[config.mk]
export PLATFORM = sky130hd
export DESIGN_NAME = imem_loader
export DESIGN_NICKNAME = d
export VERILOG_FILES = /design/src/rtl/imem_loader.sv
export SDC_FILE = /design/constraint.sdc
export NUM_CORES = 1
export LEC_CHECK = 0
export CAP_MARGIN = 40
export CORE_UTILIZATION = 54
export CTS_BUF_LIST = sky130_fd_sc_hd__clkbuf_16
export DETAILED_ROUTE_END_ITERATION = 6
export PLACE_DENSITY = 0.8
export SLEW_MARGIN = 10
export SYNTH_ARGS = -nofsm -noshare
export SYNTH_HDL_FRONTEND = slang
export SYNTH_SLANG_ARGS = --single-unit
[constraint.sdc]
create_clock -name clk_i -period 3.05 [get_ports clk_i]
set_clock_uncertainty 0.15 [all_clocks]
set_input_delay 0.61 -clock clk_i [delete_from_list [all_inputs] [get_ports clk_i]]
set_output_delay 0.61 -clock clk_i [all_outputs]
set_load 0.02 [all_outputs]
[src/rtl/imem_loader.sv]
// Purpose: loads a framed byte stream (SYNC, N lo, N hi, 4*N bytes) into instruction memory.
// Latency: one mem write strobe in the cycle after the 4th byte of each word is accepted.
// Backpressure: rx_ready_o drops only in the write cycle; ERR and RUN keep discarding bytes.
// Ports: clk_i/rst_ni (sync, active-low) | rx_data_i/rx_valid_i/rx_ready_o byte stream in |
//        mem_we_o/mem_addr_o/mem_wdata_o word writes out | core_rst_o, busy_o, err_o status.
// All outputs are registered and derived from the next state, so they track state_q exactly.
module imem_loader #(
  parameter int         DEPTH_WORDS = 1024,
  parameter logic [7:0] SYNC_BYTE   = 8'hA5
) (
  input  logic        clk_i,
  input  logic        rst_ni,
  input  logic [7:0]  rx_data_i,
  input  logic        rx_valid_i,
  output logic        rx_ready_o,
  output logic        mem_we_o,
  output logic [31:0] mem_addr_o,
  output logic [31:0] mem_wdata_o,
  output logic        core_rst_o,
  output logic        busy_o,
  output logic        err_o
);

  typedef enum logic [2:0] {
    ST_SYNC, ST_LEN0, ST_LEN1, ST_DATA, ST_WRITE, ST_RUN, ST_ERR
  } state_e;

  localparam logic [16:0] DEPTH_L = 17'(DEPTH_WORDS);

  state_e      state_q, state_d;
  logic [15:0] len_q, len_d;
  logic [1:0]  byte_cnt_q, byte_cnt_d;
  logic [15:0] word_cnt_q, word_cnt_d;
  logic [23:0] asm_q, asm_d;      // first three bytes of the word being assembled
  logic        rx_ready_q, rx_ready_d;
  logic        mem_we_q, mem_we_d;
  logic [31:0] mem_addr_q, mem_addr_d;
  logic [31:0] mem_wdata_q, mem_wdata_d;
  logic        core_rst_q, core_rst_d;
  logic        busy_q, busy_d;
  logic        err_q, err_d;

  logic        acc;
  logic [15:0] n_full;

  always_comb begin
    state_d     = state_q;
    len_d       = len_q;
    byte_cnt_d  = byte_cnt_q;
    word_cnt_d  = word_cnt_q;
    asm_d       = asm_q;
    mem_addr_d  = mem_addr_q;
    mem_wdata_d = mem_wdata_q;

    acc    = rx_valid_i & rx_ready_q;
    n_full = {rx_data_i, len_q[7:0]};

    case (state_q)
      ST_SYNC: begin
        if (acc && rx_data_i == SYNC_BYTE) state_d = ST_LEN0;
      end
      ST_LEN0: begin
        if (acc) begin
          len_d[7:0] = rx_data_i;
          state_d    = ST_LEN1;
        end
      end
      ST_LEN1: begin
        if (acc) begin
          len_d = n_full;
          if (n_full == 16'd0) begin
            state_d = ST_RUN;
          end else if ({1'b0, n_full} > DEPTH_L) begin
            state_d = ST_ERR;
          end else begin
            byte_cnt_d = 2'd0;
            word_cnt_d = 16'd0;
            state_d    = ST_DATA;
          end
        end
      end
      ST_DATA: begin
        if (acc) begin
          // Little-endian: earliest byte ends up in the low lane.
          asm_d      = {rx_data_i, asm_q[23:8]};
          byte_cnt_d = byte_cnt_q + 2'd1;
          if (byte_cnt_q == 2'd3) begin
            state_d     = ST_WRITE;
            mem_addr_d  = {14'd0, word_cnt_q, 2'b00};
            mem_wdata_d = {rx_data_i, asm_q};
          end
        end
      end
      ST_WRITE: begin
        word_cnt_d = word_cnt_q + 16'd1;
        state_d    = (word_cnt_d == len_q) ? ST_RUN : ST_DATA;
      end
      ST_RUN: begin
        if (acc && rx_data_i == SYNC_BYTE) state_d = ST_LEN0;
      end
      ST_ERR: begin
        state_d = ST_ERR;
      end
      default: state_d = ST_SYNC;
    endcase

    // Status flags are a pure function of the state being entered.
    rx_ready_d = (state_d != ST_WRITE);
    mem_we_d   = (state_d == ST_WRITE);
    core_rst_d = (state_d != ST_RUN);
    busy_d     = (state_d == ST_LEN0) || (state_d == ST_LEN1) ||
                 (state_d == ST_DATA) || (state_d == ST_WRITE);
    err_d      = (state_d == ST_ERR);
  end

  always_ff @(posedge clk_i) begin
    if (!rst_ni) begin
      state_q     <= ST_SYNC;
      len_q       <= 16'd0;
      byte_cnt_q  <= 2'd0;
      word_cnt_q  <= 16'd0;
      asm_q       <= 24'd0;
      rx_ready_q  <= 1'b1;
      mem_we_q    <= 1'b0;
      mem_addr_q  <= 32'd0;
      mem_wdata_q <= 32'd0;
      core_rst_q  <= 1'b1;
      busy_q      <= 1'b0;
      err_q       <= 1'b0;
    end else begin
      state_q     <= state_d;
      len_q       <= len_d;
      byte_cnt_q  <= byte_cnt_d;
      word_cnt_q  <= word_cnt_d;
      asm_q       <= asm_d;
      rx_ready_q  <= rx_ready_d;
      mem_we_q    <= mem_we_d;
      mem_addr_q  <= mem_addr_d;
      mem_wdata_q <= mem_wdata_d;
      core_rst_q  <= core_rst_d;
      busy_q      <= busy_d;
      err_q       <= err_d;
    end
  end

  assign rx_ready_o  = rx_ready_q;
  assign mem_we_o    = mem_we_q;
  assign mem_addr_o  = mem_addr_q;
  assign mem_wdata_o = mem_wdata_q;
  assign core_rst_o  = core_rst_q;
  assign busy_o      = busy_q;
  assign err_o       = err_q;

endmodule

Word level (Yosys, flattened, before mapping)
Cells that the tools add are included.
{ "classes": {"add_sub_neg": 2, "multipliers": 0, "n_div": 0, "n_lt_le_gt_ge": 1, "n_eq_ne": 20, "n_shift": 0, "n_mux": 20, "n_bitwise": 2, "n_reduce_logical": 15} }
{ "op_table": {"columns": ["op", "n"], "rows": [
  ["16-bit two-way mux", 3],
  ["16-bit case mux with 2 select lines", 1],
  ["3-bit two-way mux", 8],
  ["3-bit case mux with 6 select lines", 1],
  ["16-bit by 1-bit adder with 16-bit output, second input constant", 1],
  ["16-bit equality test", 1],
  ["16-bit by 11-bit greater-than comparator with 1-bit output, second input constant", 1],
  ["16-bit logical NOT", 1],
  ["8-bit case mux with 2 select lines", 1],
  ["3-bit equality test, second input constant", 5],
  ["3-bit by 2-bit equality test with 1-bit output, second input constant", 4],
  ["8-bit equality test, second input constant", 1],
  ["2-bit two-way mux", 4],
  ["8-bit two-way mux", 1],
  ["2-bit inequality test, second input constant", 4],
  ["3-bit by 1-bit equality test with 1-bit output, second input constant", 2],
  ["3-bit inequality test, second input constant", 2],
  ["3-bit AND reduction", 2],
  ["5-bit AND reduction", 1],
  ["2-bit case mux with 2 select lines", 1],
  ["2-bit AND reduction", 2],
  ["4-bit AND reduction", 1],
  ["2-bit nonzero test", 2],
  ["3-bit logical NOT", 1],
  ["7 further kinds", 9]
]} }
{ "word_totals": {"ff_bits": 114, "latch_bits": 0, "mem_bits_rw": 0, "mem_bits_ro": 0, "input_bits": 11, "output_inout_bits": 69, "wordCells": 73, "n_memories": 0} }

Depth between registers and ports, before layout
Gate-level depths: netlist of the first run.
{ "depth": {"depth_word": 9, "depth_mapped": 8, "ltp_nobuf": 7} }

Least setup slack after synthesis of the first run
No wires, ideal clock.
{ "synth_path": {"kind": "input port to flip-flop", "start": "in rx_data_i[3]", "end": "reg word_cnt_q[4]", "setup_time_ns": 0.132, "arrival_ns": 2.037, "t_required_ns": 2.768, "slack_ns": 0.731, "path_stages": 7, "n_path_buf": 1, "cell_sequence": "or3_1 > or2_1 > a211oi_1 > o22ai_1 > buf_2 > o21ai_1 > a21oi_1"} }
{ "synth_between": {"elab_chain_cells": 3, "word_cells_on_any_way": 5, "cone_classes": "1 x order compare; 2 x eq/ne; 2 x reduce/logical"} }
{ "synth_rtl": {"columns": ["item", "line_no", "rtl"], "rows": [
  ["start, declared", "13", "input logic [7:0] rx_data_i,"],
  ["16-bit by 11-bit greater-than comparator with 1-bit output / 16-bit logical NOT (equally long branches)", "73, 71", null],
  ["2-bit inequality test (no line)", null, null],
  ["4-bit AND reduction (no line) *", null, null],
  ["end signal, assigned", "134", "word_cnt_q <= word_cnt_d;"],
  ["end, declared", "33", "logic [15:0] word_cnt_q, word_cnt_d;"]
]} }
Every way passes the cells marked *; elsewhere a longest branch is shown, timed or not.
A chain may end at the register's enable or synchronous reset.

Final worst setup path of the first run
{ "layout_path": {"start": "reg word_cnt_q[0]", "end": "reg core_rst_q, in the netlist core_rst_o"} }
{ "layout_between": {"elab_chain_cells": 5} }
{ "layout_rtl": {"columns": ["item", "line_no", "rtl"], "rows": [
  ["16-bit by 1-bit adder with 16-bit output", "95", "word_cnt_d = word_cnt_q + 16'd1;"],
  ["16-bit equality test", "96", "state_d = (word_cnt_d == len_q) ? ST_RUN : ST_DATA;"],
  ["3-bit two-way mux", "96", null],
  ["3-bit case mux with 6 select lines", "58", "case (state_q)"],
  ["3-bit inequality test", "110", "core_rst_d = (state_d != ST_RUN);"],
  ["end signal, assigned", "140", "core_rst_q <= core_rst_d;"],
  ["end, declared", "39", "logic core_rst_q, core_rst_d;"]
]} }
No other way between the ends.

==> results of run 1 <==
Yosys cell counts (2+ instances only):
| library cell | instances | share of area [%] |
|---|---|---|
| nor4_1 | 4 | 0.49 |
| nor3_1 | 4 | 0.39 |
| and4_1 | 2 | 0.34 |
| or3_1 | 5 | 0.61 |
| a211o_1 | 3 | 0.51 |
| ha_1 | 2 | 0.49 |
| nand2_1 | 174 | 13 |
| clkbuf_1 | 29 | 2.1 |
| xor2_1 | 6 | 1.0 |
| o21ai_1 | 9 | 0.88 |
| a311o_1 | 2 | 0.39 |
| xnor2_1 | 13 | 2.2 |
| nor2_1 | 37 | 2.7 |
| inv_1 | 9 | 0.66 |
| dfxtp_1 | 114 | 45 |
| nand4_2 | 2 | 0.49 |
| a21oi_1 | 101 | 9.9 |
| nand4_1 | 4 | 0.49 |
| and2_1 | 5 | 0.61 |
| buf_2 | 7 | 0.69 |
| buf_1 | 2 | 0.15 |
| nor2b_1 | 2 | 0.24 |
| nand3b_1 | 3 | 0.44 |
| a311oi_1 | 2 | 0.34 |
| buf_4 | 19 | 2.8 |
| nand3_1 | 12 | 1.2 |
| o21a_1 | 2 | 0.29 |
| o21ai_0 | 13 | 1.3 |
| nor4_4 | 2 | 0.83 |
| mux2i_1 | 10 | 2.0 |
| and3_1 | 7 | 0.86 |
| or4_1 | 2 | 0.29 |
| o22ai_1 | 3 | 0.37 |
| a211oi_1 | 5 | 0.73 |
cells by family after synthesis:
| kind of cell | count (synthesis) |
|---|---|
| DFF | 114 |
| xor gates and xnor gates | 19 |
| and+or+nand+nor | 276 |
| muxes | 11 |
| adders and majority gates | 2 |
| AOI/OAI and AO/OA | 156 |
| other | 1 |
| buffers and inverters | 67 |
layout make-up:
class,instances,area (um2),area share (%)
multi-input combinational,480,2560,39.6
sequential,114,2280,35.4
timing repair buffer,84,813,12.6
clock buffer,17,425,6.59
clock inverter,15,198,3.06
tap,111,139,2.15
inverter,10,37.5,0.582
state kept, by name (all words and copies together) (netlist names):
register / count
mem_wdata_o: 32
asm_q: 24
len_q: 16
mem_addr_o: 16
word_cnt_q: 16
state_q: 3
byte_cnt_q: 2
busy_o: 1
core_rst_o: 1
err_o: 1
mem_we_o: 1
rx_ready_o: 1
power groups by stage:
| stage | Clock, mW | Sequential, mW | Combinational [mW] |
|---|---|---|---|
| after detailed placement | 0 | 1.52 | 0.0908 |
| after global routing | 2.18 | 1.49 | 0.0979 |
| after global placement | 0 | 1.52 | 0.0890 |
| after CTS | 2.09 | 1.49 | 0.0912 |
| final | 2.08 | 1.49 | 0.0926 |
| after floorplan | 0 | 1.52 | 0.0639 |
layer usage:
layer / vias up / wire length [um]
met5: - / 0
met4: 0 / 120
met3: 14 / 1020
met2: 197 / 6210
met1: 2232 / 5910
li1: 2317 / -
how the worst max path moves through the flow:
stage                  startpoint            end  slack, ns  cells after the start
floorplan            rx_data_i[3]  word_cnt_q[4]       0.73                      7
global placement     rx_data_i[3]  word_cnt_q[6]       0.14                      9
detailed placement   rx_data_i[4]         busy_o       0.01                      7
CTS                 word_cnt_q[0]     core_rst_o       0.36                      7
global route        word_cnt_q[0]     core_rst_o       0.09                      7
finish              word_cnt_q[0]     core_rst_o       0.25                      7
stage by stage:
step	total power, mW	setup slack, ns
3_3_place_gp	1.61	0.137
4_1_cts	3.68	0.361
6_report	3.66	0.253
5_1_grt	3.76	0.0941
3_5_place_dp	1.61	0.0136
2_1_floorplan	1.59	0.731
critical path, cell delays in order (launching register included):
cell       delay (ns)
dfxtp_1          0.53
ha_1             0.32
nand3_1          0.28
nor4_2           0.43
xnor2_1          0.14
a211oi_1         0.26
nor3b_4          0.33
o2111ai_1        0.18
==> run summary, run 1 <==
status: complete, no violations
Comb power frac: 2.5%
number of port buffers: 63
yosys warns: 0
Pins Over Slew Limit: 0
post-synthesis mux area share: 2.18%
Worst slew margin: 54.0%
Core Region: 9200 um2
reg-to-reg endpoint: core_rst_o
Syn Area/Cell: 7.92 um2
sum of negative setup slack: 0 ns
share of cells above drive strength 1: 9.31%
count of final setup violators: 0
leading cell types in the layout, fill and taps excluded: nand2_1 (174), dfxtp_1 (114), a21oi_1 (101)
antenna violations before repair: 0
post-DP HPWL: 8790 um
Seq/Total Area, Yosys: 44.6%
grt met2 use: 44.4%
Layout fillers: 747
# DRC: 0
Hold Path Class: reg2reg
Net Sw Frac: 22.8%
Cell variety after synth: 64
wire length of the first global-routing pass: 22200 um
fraction of registers with async set/reset: 0%
Flop pwr share: 40.7%
boundary pin count: 80
Clock Tree Root: clkbuf_16
Post-synth EDFFs: 0
number of cells after detailed placement: 799
cell area after layout: 6450 um2
Worst Setup Start Kind: flop
area of placed instances: 5830 um2
Min-Delay Endpoint: mem_wdata_o[5]
hold path depth: 2
Cell Rows: 35
Final Hold Fails: 0
most used routing layer: met2
Crit Path Class: reg2reg
largest family of logic cells by synthesized area: simple AND/OR/NAND/NOR gates
die area: 9860 um2
Routed Antenna Nets: 0
most common cell after layout, fill and taps aside: nand2_1
number of CTS-inserted buffers: 17
critical path arrival: 2.90 ns
clock share of power: 56.8%
WL final: 13300 um
CTS resizes: 0
vias per cell: 5.73
Hold-fix buffers, CTS: 0
PD cells: 568 nW/um2
Worst VDD drop: 350 uV
vias in the first global route: 4334
worst-margin pin slew: 0.686 ns
Max-cap violations: 0
#FFs+latches synth: 114
fmax: 358 MHz
wire per inst: 16.0 um
CP max FO: 8
RR Startpoint: word_cnt_q[0]
Worst-path clk slew: 0.06 ns
Initial Util: 55.6%
gpl congestion: 0.953
postcts setup bufs: 0
die height: 99.3 um
Post-Synthesis Cells: 646
Initial DRC Count: 339
met1 Resource Use GR: 40.0%
Final #Nets: 720
complex-gate fraction of the synthesized area: 17.8%
total track usage: 28.5%
Leak: 2.24 nW
top_reg_cell synth: dfxtp_1
cell area after synthesis: 5110 um2
flop-to-flop setup slack: 0.25 ns
H-tree depth: 4
Psw: 835 uW
HP Start: asm_q[5]
Int Power: 2.83 mW
total gr overflow: 0
first-pass iteration count of the detailed router: 5
simple-gate area share of the yosys netlist: 25.1%
crit share post-route: 91.7%
post-layout min period: 2.80 ns
M3 GR Usage: 5.55%
FF-to-FF path depth: 7
Layout area overhead: 26.2%
Max Root-Sink Buffers: 2
xor/xnor share of the synthesized area: 3.25%
CTS tree: yes
pin count of the biggest net entering global routing: 80
Vias: 4760
adder-cell share of the synthesized area: 0.489%
Worst-Skew Late Latency: 0.41 ns
CP endpoint kind: flop
Hold WS: 0.298 ns
RSZ-0062 raised after global routing: no
Die Span X: 99.3 um
ant diodes: 0
Critical Path RT: 3.15 ns
CTS sink count: 114
Final Non-Filler Cells: 831
Final Util: 70.1%
(Power assumes the default switching activity.)
==> run 2, diff against run 1 <==
- CORE_MARGIN: not set -> 1
==> results of run 2 <==
Same layout as run 1: the final DEF is identical, and so are final timing and power.
